**src/rtl/alu_issue_ctrl_if.sv**
```systemverilog
// Handshake and ALU-datapath signals for alu_issue_ctrl.
// slave = the issue controller; master = upstream decode, downstream consumer and the ALU.
interface alu_issue_ctrl_if;
  logic        in_valid;
  logic        in_ready;
  logic [1:0]  in_aluop;
  logic [5:0]  in_funct;
  logic [31:0] in_a;
  logic [31:0] in_b;

  logic [31:0] alu_a;
  logic [31:0] alu_b;
  logic [2:0]  alu_oper;
  logic [31:0] alu_result;
  logic        alu_zero;
  logic        alu_cout;
  logic        alu_over;

  logic        out_valid;
  logic        out_ready;
  logic [31:0] out_result;
  logic        out_zero;
  logic        out_cout;
  logic        out_over;
  logic        out_illegal;
  logic        out_err;

  modport slave (
    input  in_valid, in_aluop, in_funct, in_a, in_b,
    output in_ready,
    output alu_a, alu_b, alu_oper,
    input  alu_result, alu_zero, alu_cout, alu_over,
    output out_valid,
    input  out_ready,
    output out_result, out_zero, out_cout, out_over, out_illegal, out_err
  );

  modport master (
    output in_valid, in_aluop, in_funct, in_a, in_b,
    input  in_ready,
    input  alu_a, alu_b, alu_oper,
    output alu_result, alu_zero, alu_cout, alu_over,
    input  out_valid,
    output out_ready,
    input  out_result, out_zero, out_cout, out_over, out_illegal, out_err
  );
endinterface

```
**src/rtl/alu_issue_ctrl.sv**
```systemverilog
// alu_issue_ctrl: maps ALUOp/funct to a 3-bit ALU oper, drives registered operands, captures result after SETTLE_CYCLES.
// Latency: out_valid SETTLE_CYCLES edges after accept (same edge for illegal ops); one op per SETTLE_CYCLES+2 cycles.
// Backpressure: in_ready only in IDLE; result held in HOLD until out_ready. Macro ALU_OVF_TRAP_EN enables the overflow trap.
module alu_issue_ctrl #(
  parameter int unsigned SETTLE_CYCLES = 2
) (
  input  logic clk,
  input  logic reset,
  alu_issue_ctrl_if.slave io
);

  localparam logic [1:0] S_IDLE = 2'd0;
  localparam logic [1:0] S_WAIT = 2'd1;
  localparam logic [1:0] S_HOLD = 2'd2;

  localparam logic [2:0] OP_AND = 3'b000;
  localparam logic [2:0] OP_OR  = 3'b001;
  localparam logic [2:0] OP_ADD = 3'b010;
  localparam logic [2:0] OP_SLL = 3'b101;
  localparam logic [2:0] OP_SUB = 3'b110;
  localparam logic [2:0] OP_SLT = 3'b111;

  localparam logic [3:0] CNT_INIT = 4'(SETTLE_CYCLES - 1);

  logic [1:0]  state;
  logic [3:0]  cnt;
  logic [31:0] alu_a_q;
  logic [31:0] alu_b_q;
  logic [2:0]  alu_oper_q;
  logic        out_valid_q;
  logic [31:0] out_result_q;
  logic        out_zero_q;
  logic        out_cout_q;
  logic        out_over_q;
  logic        out_illegal_q;

  logic [2:0]  dec_oper;
  logic        dec_legal;
  logic        accept;
  logic        capture;
  logic        ovf;
  logic [31:0] cap_result;

  always_comb begin
    dec_oper  = OP_ADD;
    dec_legal = 1'b1;
    case (io.in_aluop)
      2'b00: dec_oper = OP_ADD;
      2'b01: dec_oper = OP_SUB;
      2'b10: begin
        case (io.in_funct)
          6'h20:   dec_oper = OP_ADD;
          6'h22:   dec_oper = OP_SUB;
          6'h24:   dec_oper = OP_AND;
          6'h25:   dec_oper = OP_OR;
          6'h2A:   dec_oper = OP_SLT;
          6'h00:   dec_oper = OP_SLL;
          default: dec_legal = 1'b0;
        endcase
      end
      default: dec_legal = 1'b0;
    endcase
  end

  assign accept  = (state == S_IDLE) && io.in_valid;
  assign capture = (state == S_WAIT) && (cnt == 4'd0);

  // The ALU drives an overflow flag for every op; only add/sub give it meaning.
  assign ovf = ((alu_oper_q == OP_ADD) || (alu_oper_q == OP_SUB)) && io.alu_over;

`ifdef ALU_OVF_TRAP_EN
  logic out_err_q;

  assign cap_result = ovf ? 32'h0 : io.alu_result;

  always_ff @(posedge clk) begin
    if (reset) begin
      out_err_q <= 1'b0;
    end else if (accept) begin
      out_err_q <= 1'b0;
    end else if (capture) begin
      out_err_q <= ovf;
    end
  end

  assign io.out_err = out_err_q;
`else
  assign cap_result = io.alu_result;
  assign io.out_err = 1'b0;
`endif

  always_ff @(posedge clk) begin
    if (reset) begin
      state         <= S_IDLE;
      cnt           <= 4'd0;
      alu_a_q       <= 32'h0;
      alu_b_q       <= 32'h0;
      alu_oper_q    <= 3'b000;
      out_valid_q   <= 1'b0;
      out_result_q  <= 32'h0;
      out_zero_q    <= 1'b0;
      out_cout_q    <= 1'b0;
      out_over_q    <= 1'b0;
      out_illegal_q <= 1'b0;
    end else begin
      case (state)
        S_IDLE: begin
          if (io.in_valid) begin
            if (dec_legal) begin
              alu_a_q    <= io.in_a;
              alu_b_q    <= io.in_b;
              alu_oper_q <= dec_oper;
              cnt        <= CNT_INIT;
              state      <= S_WAIT;
            end else begin
              // Undecodable op completes at once without touching the ALU.
              out_result_q  <= 32'h0;
              out_zero_q    <= 1'b0;
              out_cout_q    <= 1'b0;
              out_over_q    <= 1'b0;
              out_illegal_q <= 1'b1;
              out_valid_q   <= 1'b1;
              state         <= S_HOLD;
            end
          end
        end
        S_WAIT: begin
          if (cnt == 4'd0) begin
            out_result_q  <= cap_result;
            out_zero_q    <= io.alu_zero;
            out_cout_q    <= io.alu_cout;
            out_over_q    <= ovf;
            out_illegal_q <= 1'b0;
            out_valid_q   <= 1'b1;
            state         <= S_HOLD;
          end else begin
            cnt <= cnt - 4'd1;
          end
        end
        S_HOLD: begin
          if (io.out_ready) begin
            out_valid_q <= 1'b0;
            state       <= S_IDLE;
          end
        end
        default: state <= S_IDLE;
      endcase
    end
  end

  assign io.in_ready    = (state == S_IDLE);
  assign io.alu_a       = alu_a_q;
  assign io.alu_b       = alu_b_q;
  assign io.alu_oper    = alu_oper_q;
  assign io.out_valid   = out_valid_q;
  assign io.out_result  = out_result_q;
  assign io.out_zero    = out_zero_q;
  assign io.out_cout    = out_cout_q;
  assign io.out_over    = out_over_q;
  assign io.out_illegal = out_illegal_q;

endmodule
```
**src/flat_wrapper.sv**
```systemverilog
// flat-port wrapper written by rule: the top's interface ports become plain ports
module alu_issue_ctrl_flat 
#(
  parameter int unsigned SETTLE_CYCLES = 2
)
  (clk, reset, io_in_valid, io_in_aluop, io_in_funct, io_in_a, io_in_b, io_in_ready, io_alu_a, io_alu_b, io_alu_oper, io_alu_result, io_alu_zero, io_alu_cout, io_alu_over, io_out_valid, io_out_ready, io_out_result, io_out_zero, io_out_cout, io_out_over, io_out_illegal, io_out_err);
  alu_issue_ctrl_if io_i ();
  input  logic clk;
  input  logic reset;
  input wire logic [$bits(io_i.in_valid)-1:0] io_in_valid;
  input wire logic [$bits(io_i.in_aluop)-1:0] io_in_aluop;
  input wire logic [$bits(io_i.in_funct)-1:0] io_in_funct;
  input wire logic [$bits(io_i.in_a)-1:0] io_in_a;
  input wire logic [$bits(io_i.in_b)-1:0] io_in_b;
  output wire logic [$bits(io_i.in_ready)-1:0] io_in_ready;
  output wire logic [$bits(io_i.alu_a)-1:0] io_alu_a;
  output wire logic [$bits(io_i.alu_b)-1:0] io_alu_b;
  output wire logic [$bits(io_i.alu_oper)-1:0] io_alu_oper;
  input wire logic [$bits(io_i.alu_result)-1:0] io_alu_result;
  input wire logic [$bits(io_i.alu_zero)-1:0] io_alu_zero;
  input wire logic [$bits(io_i.alu_cout)-1:0] io_alu_cout;
  input wire logic [$bits(io_i.alu_over)-1:0] io_alu_over;
  output wire logic [$bits(io_i.out_valid)-1:0] io_out_valid;
  input wire logic [$bits(io_i.out_ready)-1:0] io_out_ready;
  output wire logic [$bits(io_i.out_result)-1:0] io_out_result;
  output wire logic [$bits(io_i.out_zero)-1:0] io_out_zero;
  output wire logic [$bits(io_i.out_cout)-1:0] io_out_cout;
  output wire logic [$bits(io_i.out_over)-1:0] io_out_over;
  output wire logic [$bits(io_i.out_illegal)-1:0] io_out_illegal;
  output wire logic [$bits(io_i.out_err)-1:0] io_out_err;
  assign io_i.in_valid = io_in_valid;
  assign io_i.in_aluop = io_in_aluop;
  assign io_i.in_funct = io_in_funct;
  assign io_i.in_a = io_in_a;
  assign io_i.in_b = io_in_b;
  assign io_in_ready = io_i.in_ready;
  assign io_alu_a = io_i.alu_a;
  assign io_alu_b = io_i.alu_b;
  assign io_alu_oper = io_i.alu_oper;
  assign io_i.alu_result = io_alu_result;
  assign io_i.alu_zero = io_alu_zero;
  assign io_i.alu_cout = io_alu_cout;
  assign io_i.alu_over = io_alu_over;
  assign io_out_valid = io_i.out_valid;
  assign io_i.out_ready = io_out_ready;
  assign io_out_result = io_i.out_result;
  assign io_out_zero = io_i.out_zero;
  assign io_out_cout = io_i.out_cout;
  assign io_out_over = io_i.out_over;
  assign io_out_illegal = io_i.out_illegal;
  assign io_out_err = io_i.out_err;
  alu_issue_ctrl #(.SETTLE_CYCLES(SETTLE_CYCLES)) u_core (.clk(clk), .reset(reset), .io(io_i));
endmodule
```
**config.mk**
```make
export PLATFORM = sky130hd
export DESIGN_NAME = alu_issue_ctrl_flat
export DESIGN_NICKNAME = d
export VERILOG_FILES = /design/src/rtl/alu_issue_ctrl_if.sv /design/src/rtl/alu_issue_ctrl.sv /design/src/flat_wrapper.sv
export SDC_FILE = /design/constraint.sdc
export NUM_CORES = 1
export LEC_CHECK = 0
export ABC_AREA = 1
export CAP_MARGIN = 10
export CORE_MARGIN = 2
export CORE_UTILIZATION = 40
export CTS_CLUSTER_SIZE = 8
export DETAILED_ROUTE_END_ITERATION = 7
export PLACE_DENSITY = 0.91
export RECOVER_POWER = 25
export SLEW_MARGIN = 25
export SYNTH_ARGS = -nofsm -noshare
export SYNTH_HDL_FRONTEND = slang
export SYNTH_SLANG_ARGS = --single-unit
```
**constraint.sdc**
```tcl
create_clock -name clk -period 5.3 [get_ports clk]
set_clock_uncertainty 0.15 [all_clocks]
set_input_delay 0.795 -clock clk [delete_from_list [all_inputs] [get_ports clk]]
set_output_delay 0.795 -clock clk [all_outputs]
set_load 0.01 [all_outputs]
```
==> impl_results.md, run 1 <==
* Status: complete, no violations
* CTS tree: yes
* Main area contributors after synthesis: dfxtp_1, nand2_1, a21oi_1, nor2_1, nand3_1
* IO Port Bufs at 215
* Std-Cell Rows at 39
* Syn Nets at 755
* CP max FO at 76
* RSZ-0062 raised after global routing: no
* Fraction of layout cells with a size suffix above 1 at 0.0398
* Min-delay src: u_core.io.out_illegal$_SDFFE_PP0P_
* LEAKAGE at 2.90 nW
* Final core occ at 0.625
* CTS Hold Bufs at 0
* Peak VDD IR at 0.000186 V
* CP arrival at 2900 ps
* Height of the die at 111 um
* RD Place Congestion at 0.820
* Root buf cell: clkbuf_16
* Critical path required time at 5450 ps
* Ys Warns at 0
* Setup Fix Bufs, Post-CTS at 0
* Dpl cells at 956
* Worst path top cell family by delay: buffers and inverters
* Die W at 111 um
* Detailed Route WL at 13000 um
* Most frequent cell after synthesis: nand2_1
* Worst slack, placed at 2150 ps
* R2r setup slk at 2640 ps
* Total CTS buffers at 9
* Yosys cell types at 28
* Later-pin clock latency in the skew report at 350 ps
* Fin cells at 972
* Setup TNS at 0 ps
* Total track usage at 0.208
* GRT overflow at 0
* Initial antenna violation count at 0
* Seq/Total Area, Yosys at 0.482
* First-pass GRT wire length at 20900 um
* Flops & latches, synth at 110
* Peak Freq at 363 MHz
* Most used flip-flop cell after synthesis: dfxtp_1
* Synth-to-layout area growth at 54.4%
* Hold Path Stages at 2
* Clk sinks at 110
* # IOs at 217
* R2R depth at 10
* Power density cells at 326 mW/mm^2
* CP Class: input port to flop
* Endpoints failing setup at 0
* WL/cell at 13.4 um
* Final Max Slew Viols at 0
* Drt first pass iters at 4
* Fin crit period at 2750 ps
* Vias per Instance at 4.83
* Async SR Flop Fraction at 0
* Crit end category: flop
* Detail Route Antenna Nets at 0
* Cells along the critical path: clkdlybuf4s50_1 > nor2_1 > nand3_1 > nand4_1 > nand2_1 > nand2_1 > nand3_2 > buf_4 > nand2_1 > nand2_1 > nand2_1 > nor2_1
* Hold Crit Class: flop to flop
* # DRC at 0
* Final hold viol count at 0
* Final nets at 941
* HPWL Detailed at 9000 um
* Slew of the pin with the lowest slew margin at 765 ps
* Fin crit share at 0.519
* Maximum root-to-sink buffer count at 2
* CTS clk-pin slew, worst paths at 80 ps
* Vias at 4697
* Starting density of the core at 0.405
* Worst Hold End: u_core.io.out_illegal$_SDFFE_PP0P_
* Crit path max-delay cell type: buf_4
* Reg2reg end: u_core.io.out_result[16]$_SDFFE_PP0P_
* EDFF count, synth at 0
* Slew margin rel. at 0.490
* Synthesized cell area at 0.00457 mm^2
* Ant diodes at 0
* Placeable Area at 0.0113 mm^2
* Dominant cell type by area after synthesis: dfxtp_1
* Reg2reg start: u_core.state[1]$_SDFFE_PP0P_
* Largest net degree at the start of global routing at 77
* Total power at 2.30 mW
* Startpoint types: input port
* Most instantiated cells after synthesis: nand2_1, dfxtp_1, a21oi_1
* Via count of the first global-routing pass at 4281
* H-Tree Level Count at 3
* Buf/Inv on CP at 2
* Top cell type's share of synthesized area at 0.482
* Syn Area/Cell at 7.16 um^2
* DIE AREA at 0.0123 mm^2
* Max incr delay on CP at 610 ps
* Setup WS post-layout at 2550 ps
* Mapped Cells at 638
* Post_cts resized at 0
* Drt first-iter violations at 454
* Crit path top cell by count: nand2_1
* Max-cap violations at 0
[cells by family (layout without fill, tap and decap cells)]
family | after synthesis | count (layout) | share of synthesized area
AOI/OAI and AO/OA | 109 | 109 | 0.123
xor gates and xnor gates | 1 | 1 | 0.00192
adders and majority gates | 6 | 6 | 0.0164
buffers and inverters | 75 | 266 | 0.0742
DFF | 110 | 110 | 0.482
other | 1 | 1 | 0.000821
and+or+nand+nor | 336 | 336 | 0.302
[metrics by stage]
step,hold slack [ps],instance area [um^2]
floorplan,323,4570
global placement,290,6710
detailed placement,304,6720
CTS,316,7050
global route,325,7050
finish,310,7050
[area by class of cell]
type | count | area (um^2)
Inverter | 31 | 121
Tap cell | 143 | 179
Sequential cell | 110 | 2200
Clock buffer | 9 | 225
Clock inverter | 7 | 109
Timing Repair Buffer | 219 | 2180
Fill cell | 943 | 4220
Multi-Input combinational cell | 453 | 2040
[worst register-to-register path, delay by kind of cell (launching register included)]
kind,cells,cell delay (ps)
AOI/OAI and AO/OA,1,70
buffers and inverters,2,340
and+or+nand+nor,7,1490
DFF,1,530
[layout by cell type (no fill, tap or decap), types with 2 or more instances in the layout]
cell type / instances
nor2_1: 61
inv_4: 2
inv_6: 3
buf_4: 4
nor3_1: 2
nand3_2: 2
nand3b_1: 2
clkbuf_16: 9
dlygate4sd3_1: 53
nand4_1: 3
dfxtp_1: 110
a21oi_1: 104
inv_2: 2
inv_1: 26
ha_1: 6
nand3_1: 43
a21boi_0: 2
bufinv_16: 2
clkdlybuf4s50_1: 161
inv_8: 2
nand2_1: 218
[where the power goes]
part	total (mW)	internal (mW)	switching, mW	leakage, nW
clock	0.757	0.427	0.330	0.165
sequential	0.954	0.910	0.0441	0.899
combinational	0.586	0.292	0.294	1.83
[state kept, by name, summed over array words and instances (netlist names)]
signal                 count
u_core.io.alu_a           32
u_core.io.alu_oper         3
u_core.io.out_zero         1
u_core.state               2
u_core.io.out_illegal      1
u_core.io.out_valid        1
u_core.io.out_over         1
u_core.io.out_cout         1
u_core.cnt                 4
u_core.io.alu_b           32
u_core.io.out_result      32
[per-layer routing]
metal,global-route usage,part of all wire
met4,0.0742,0.022
met1,0.245,0.39
met2,0.333,0.47
met3,0.0995,0.11
met5,0,0
[worst max-delay path by stage]
stage | start | to | slack [ps] | depth (start not counted)
after floorplan | io_in_funct[5] | u_core.io.out_cout$_SDFFE_PP0P_ | 3140 | 12
after global placement | io_in_funct[5] | u_core.io.alu_b[3]$_SDFFE_PP0P_ | 2070 | 11
after detailed placement | io_in_aluop[0] | u_core.cnt[3]$_SDFFE_PP0P_ | 2150 | 10
after CTS | io_in_aluop[0] | u_core.cnt[3]$_SDFFE_PP0P_ | 2520 | 11
after global routing | io_in_aluop[0] | u_core.cnt[3]$_SDFFE_PP0P_ | 2300 | 11
final | io_in_funct[1] | u_core.cnt[3]$_SDFFE_PP0P_ | 2550 | 12
No activity file was read; power rests on OpenSTA's default activity.
==> run 2, diff against run 1 <==
--- a/config.mk
+++ b/config.mk
@@ -8,10 +8,10 @@
 export ABC_AREA = 1
 export CAP_MARGIN = 10
 export CORE_MARGIN = 2
-export CORE_UTILIZATION = 40
+export CORE_UTILIZATION = 37
 export CTS_CLUSTER_SIZE = 8
 export DETAILED_ROUTE_END_ITERATION = 7
-export PLACE_DENSITY = 0.91
+export PLACE_DENSITY = 0.89
 export RECOVER_POWER = 25
 export SLEW_MARGIN = 25
 export SYNTH_ARGS = -nofsm -noshare
==> constraint.sdc (replaced) <==
create_clock -name clk -period 2.5 [get_ports clk]
set_clock_uncertainty 0.15 [all_clocks]
set_input_delay 0.375 -clock clk [delete_from_list [all_inputs] [get_ports clk]]
set_output_delay 0.375 -clock clk [all_outputs]
set_load 0.01 [all_outputs]
==> impl_results.md, run 2 (same netlist as run 1, synthesis figures left out) <==
* Detailed Route WL at 13600 um (+4.1%)
* Via count of the first global-routing pass at 4520 (+5.6%)
* Peak Freq at 465 MHz
* Fraction of layout cells with a size suffix above 1 at 0.0513 (+0.0114)
* GRT overflow at 0 (unchanged)
* Worst Setup SP: u_core.state[1]$_SDFFE_PP0P_
* Met3 usage at 0.0959 (-0.00357)
* Fin crit share at 0.860
* Final hold viol count at 0 (unchanged)
* Vias per Instance at 4.77 (-1.3%)
* Hold Crit Class: flop to flop
* P_sw at 1.38 mW (+110%)
* GR Layer Usage met2 at 0.349 (+0.0165)
* Placeable Area at 0.0120 mm^2 (+6.6%)
* CTS tree: yes
* Switching share of total power at 0.279 (-0.0119)
* Ant diodes at 0 (unchanged)
* # DRC at 0 (unchanged)
* Total track usage at 0.204 (-0.00410)
* Fin cells at 986 (+1.4%)
* R2R depth at 10 (unchanged)
* WL/cell at 13.8 um (+2.6%)
* CP arrival at 1630 ps (-1270 ps)
* Crit end category: primary output
* Initial antenna violation count at 0 (unchanged)
* Setup TNS at 0 ps (unchanged)
* GR peak layer: met2
* Total CTS buffers at 9 (unchanged)
* # IOs at 217 (unchanged)
* CP Class: flop to primary output
* H-Tree Level Count at 3 (unchanged)
* Total power at 4.96 mW (+120%)
* Final Instance Area at 0.00720 mm^2 (+2.1%)
* Reg2reg end: u_core.io.out_result[9]$_SDFFE_PP0P_
* Peak VDD IR at 0.000484 V (+160%)
* Drt first pass iters at 4 (unchanged)
* Internal Power at 3.57 mW (+120%)
* Slew of the pin with the lowest slew margin at 714 ps (-51.4 ps)
* Endpoints failing setup at 0 (unchanged)
* Power density cells at 688 mW/mm^2 (+110%)
* Min-delay src: u_core.io.out_illegal$_SDFFE_PP0P_
* Post_cts resized at 0 (unchanged)
* CTS clk-pin slew, worst paths at 70 ps (about the same)
* Clock power frac at 0.330 (about the same)
* Synth-to-layout area growth at 57.7%
* Max-cap violations at 0 (unchanged)
* R2r setup slk at 570 ps (-2070 ps)
* Drt first-iter violations at 233 (-49%)
* Status: complete, no violations
* Maximum root-to-sink buffer count at 2 (unchanged)
* HPWL Detailed at 9670 um (+7.4%)
* CP endpoint: io_in_ready
* Commonest non-fill, non-tap cell in the layout: nand2_1
* Std-Cell Rows at 40 (+2.6%)
* Clk sinks at 110 (unchanged)
* Part of the power in registers at 0.409 (-0.006)
* IO Port Bufs at 215 (unchanged)
* Final Max Slew Viols at 0 (unchanged)
* CTS Hold Bufs at 0 (unchanged)
* Height of the die at 115 um (+3.8%)
* RD Place Congestion at 0.795 (-3.0%)
* Final nets at 951 (+1.1%)
* Fin crit period at 2150 ps
* Setup Fix Bufs, Post-CTS at 0 (unchanged)
* Starting density of the core at 0.380 (-0.0249)
* LEAKAGE at 2.96 nW (+2.4%)
* First-pass GRT wire length at 21200 um (+1.3%)
* Largest net degree at the start of global routing at 68 (-12%)
* Final core occ at 0.599 (-0.0259)
* Slew margin rel. at 0.524 (+0.0342)
* DIE AREA at 0.0132 mm^2 (+7.8%)
* Vias at 4702 (+0.11%)
* Later-pin clock latency in the skew report at 350 ps (about the same)
* Detail Route Antenna Nets at 0 (unchanged)
* # fillers at 1037 (+10%)
* Met1 Usage GRT at 0.215 (-0.0300)
* Root buf cell: clkbuf_16
* Area post-placement at 0.00686 mm^2 (+2.1%)
* Most frequent cells in the layout: nand2_1, clkdlybuf4s50_1, dfxtp_1, a21oi_1, nor2_1
* Dpl cells at 970 (+1.5%)
* CP max FO at 5 (-93%)
* Part of the power in combinational logic at 0.261 (+0.006)
* RSZ-0062 raised after global routing: no
* Critical path required time at 1980 ps (-3470 ps)
* Startpoint types: flop
* Die W at 115 um (+3.8%)
* Reg2reg start: u_core.state[1]$_SDFFE_PP0P_
[run 2: how the worst min path moves through the flow]
stage	endpoint	slack [ps]	depth (start not counted)
2_1_floorplan	u_core.io.out_illegal$_SDFFE_PP0P_	320	2
6_report	u_core.io.out_illegal$_SDFFE_PP0P_	300	2
3_5_place_dp	u_core.io.out_illegal$_SDFFE_PP0P_	290	2
4_1_cts	u_core.io.out_illegal$_SDFFE_PP0P_	300	2
5_1_grt	u_core.io.alu_b[21]$_SDFFE_PP0P_	330	2
3_3_place_gp	u_core.io.out_illegal$_SDFFE_PP0P_	290	2
[run 2: routing by layer]
metal  up-vias  wire (um)
li1       2412          -
met1      2085       5340
met2       181       6330
met3        24       1540
met4         0        354
met5         -          0
[run 2: final cells by class]
| cell class | count | area (um^2) | share of cell area |
|---|---|---|---|
| Sequential cell | 110 | 2200 | 0.306 |
| Clock inverter | 7 | 120 | 0.0167 |
| Timing Repair Buffer | 229 | 2310 | 0.321 |
| Tap cell | 147 | 184 | 0.0255 |
| Inverter | 31 | 119 | 0.0165 |
| Clock buffer | 9 | 225 | 0.0313 |
| Multi-Input combinational cell | 453 | 2040 | 0.283 |
[run 2: critical path, stage by stage, from the launching register on]
cell	delay, ps
dfxtp_1	420
nor2_1	260
clkdlybuf4s50_1	600
[run 2: power groups by stage]
stage	combinational, mW	sequential (mW)	clock (mW)
floorplan	0.611	2.14	0
global placement	1.32	2.06	0
detailed placement	1.34	2.07	0
CTS	1.34	2.03	1.68
global route	1.44	2.04	1.77
finish	1.29	2.03	1.64
[run 2: per-stage QoR]
stage          setup WS, ps  hold WS (ps)
2_1_floorplan           763           323
3_3_place_gp            196           290
3_5_place_dp           91.8           293
4_1_cts                 337           304
5_1_grt                 283           326
6_report                349           300
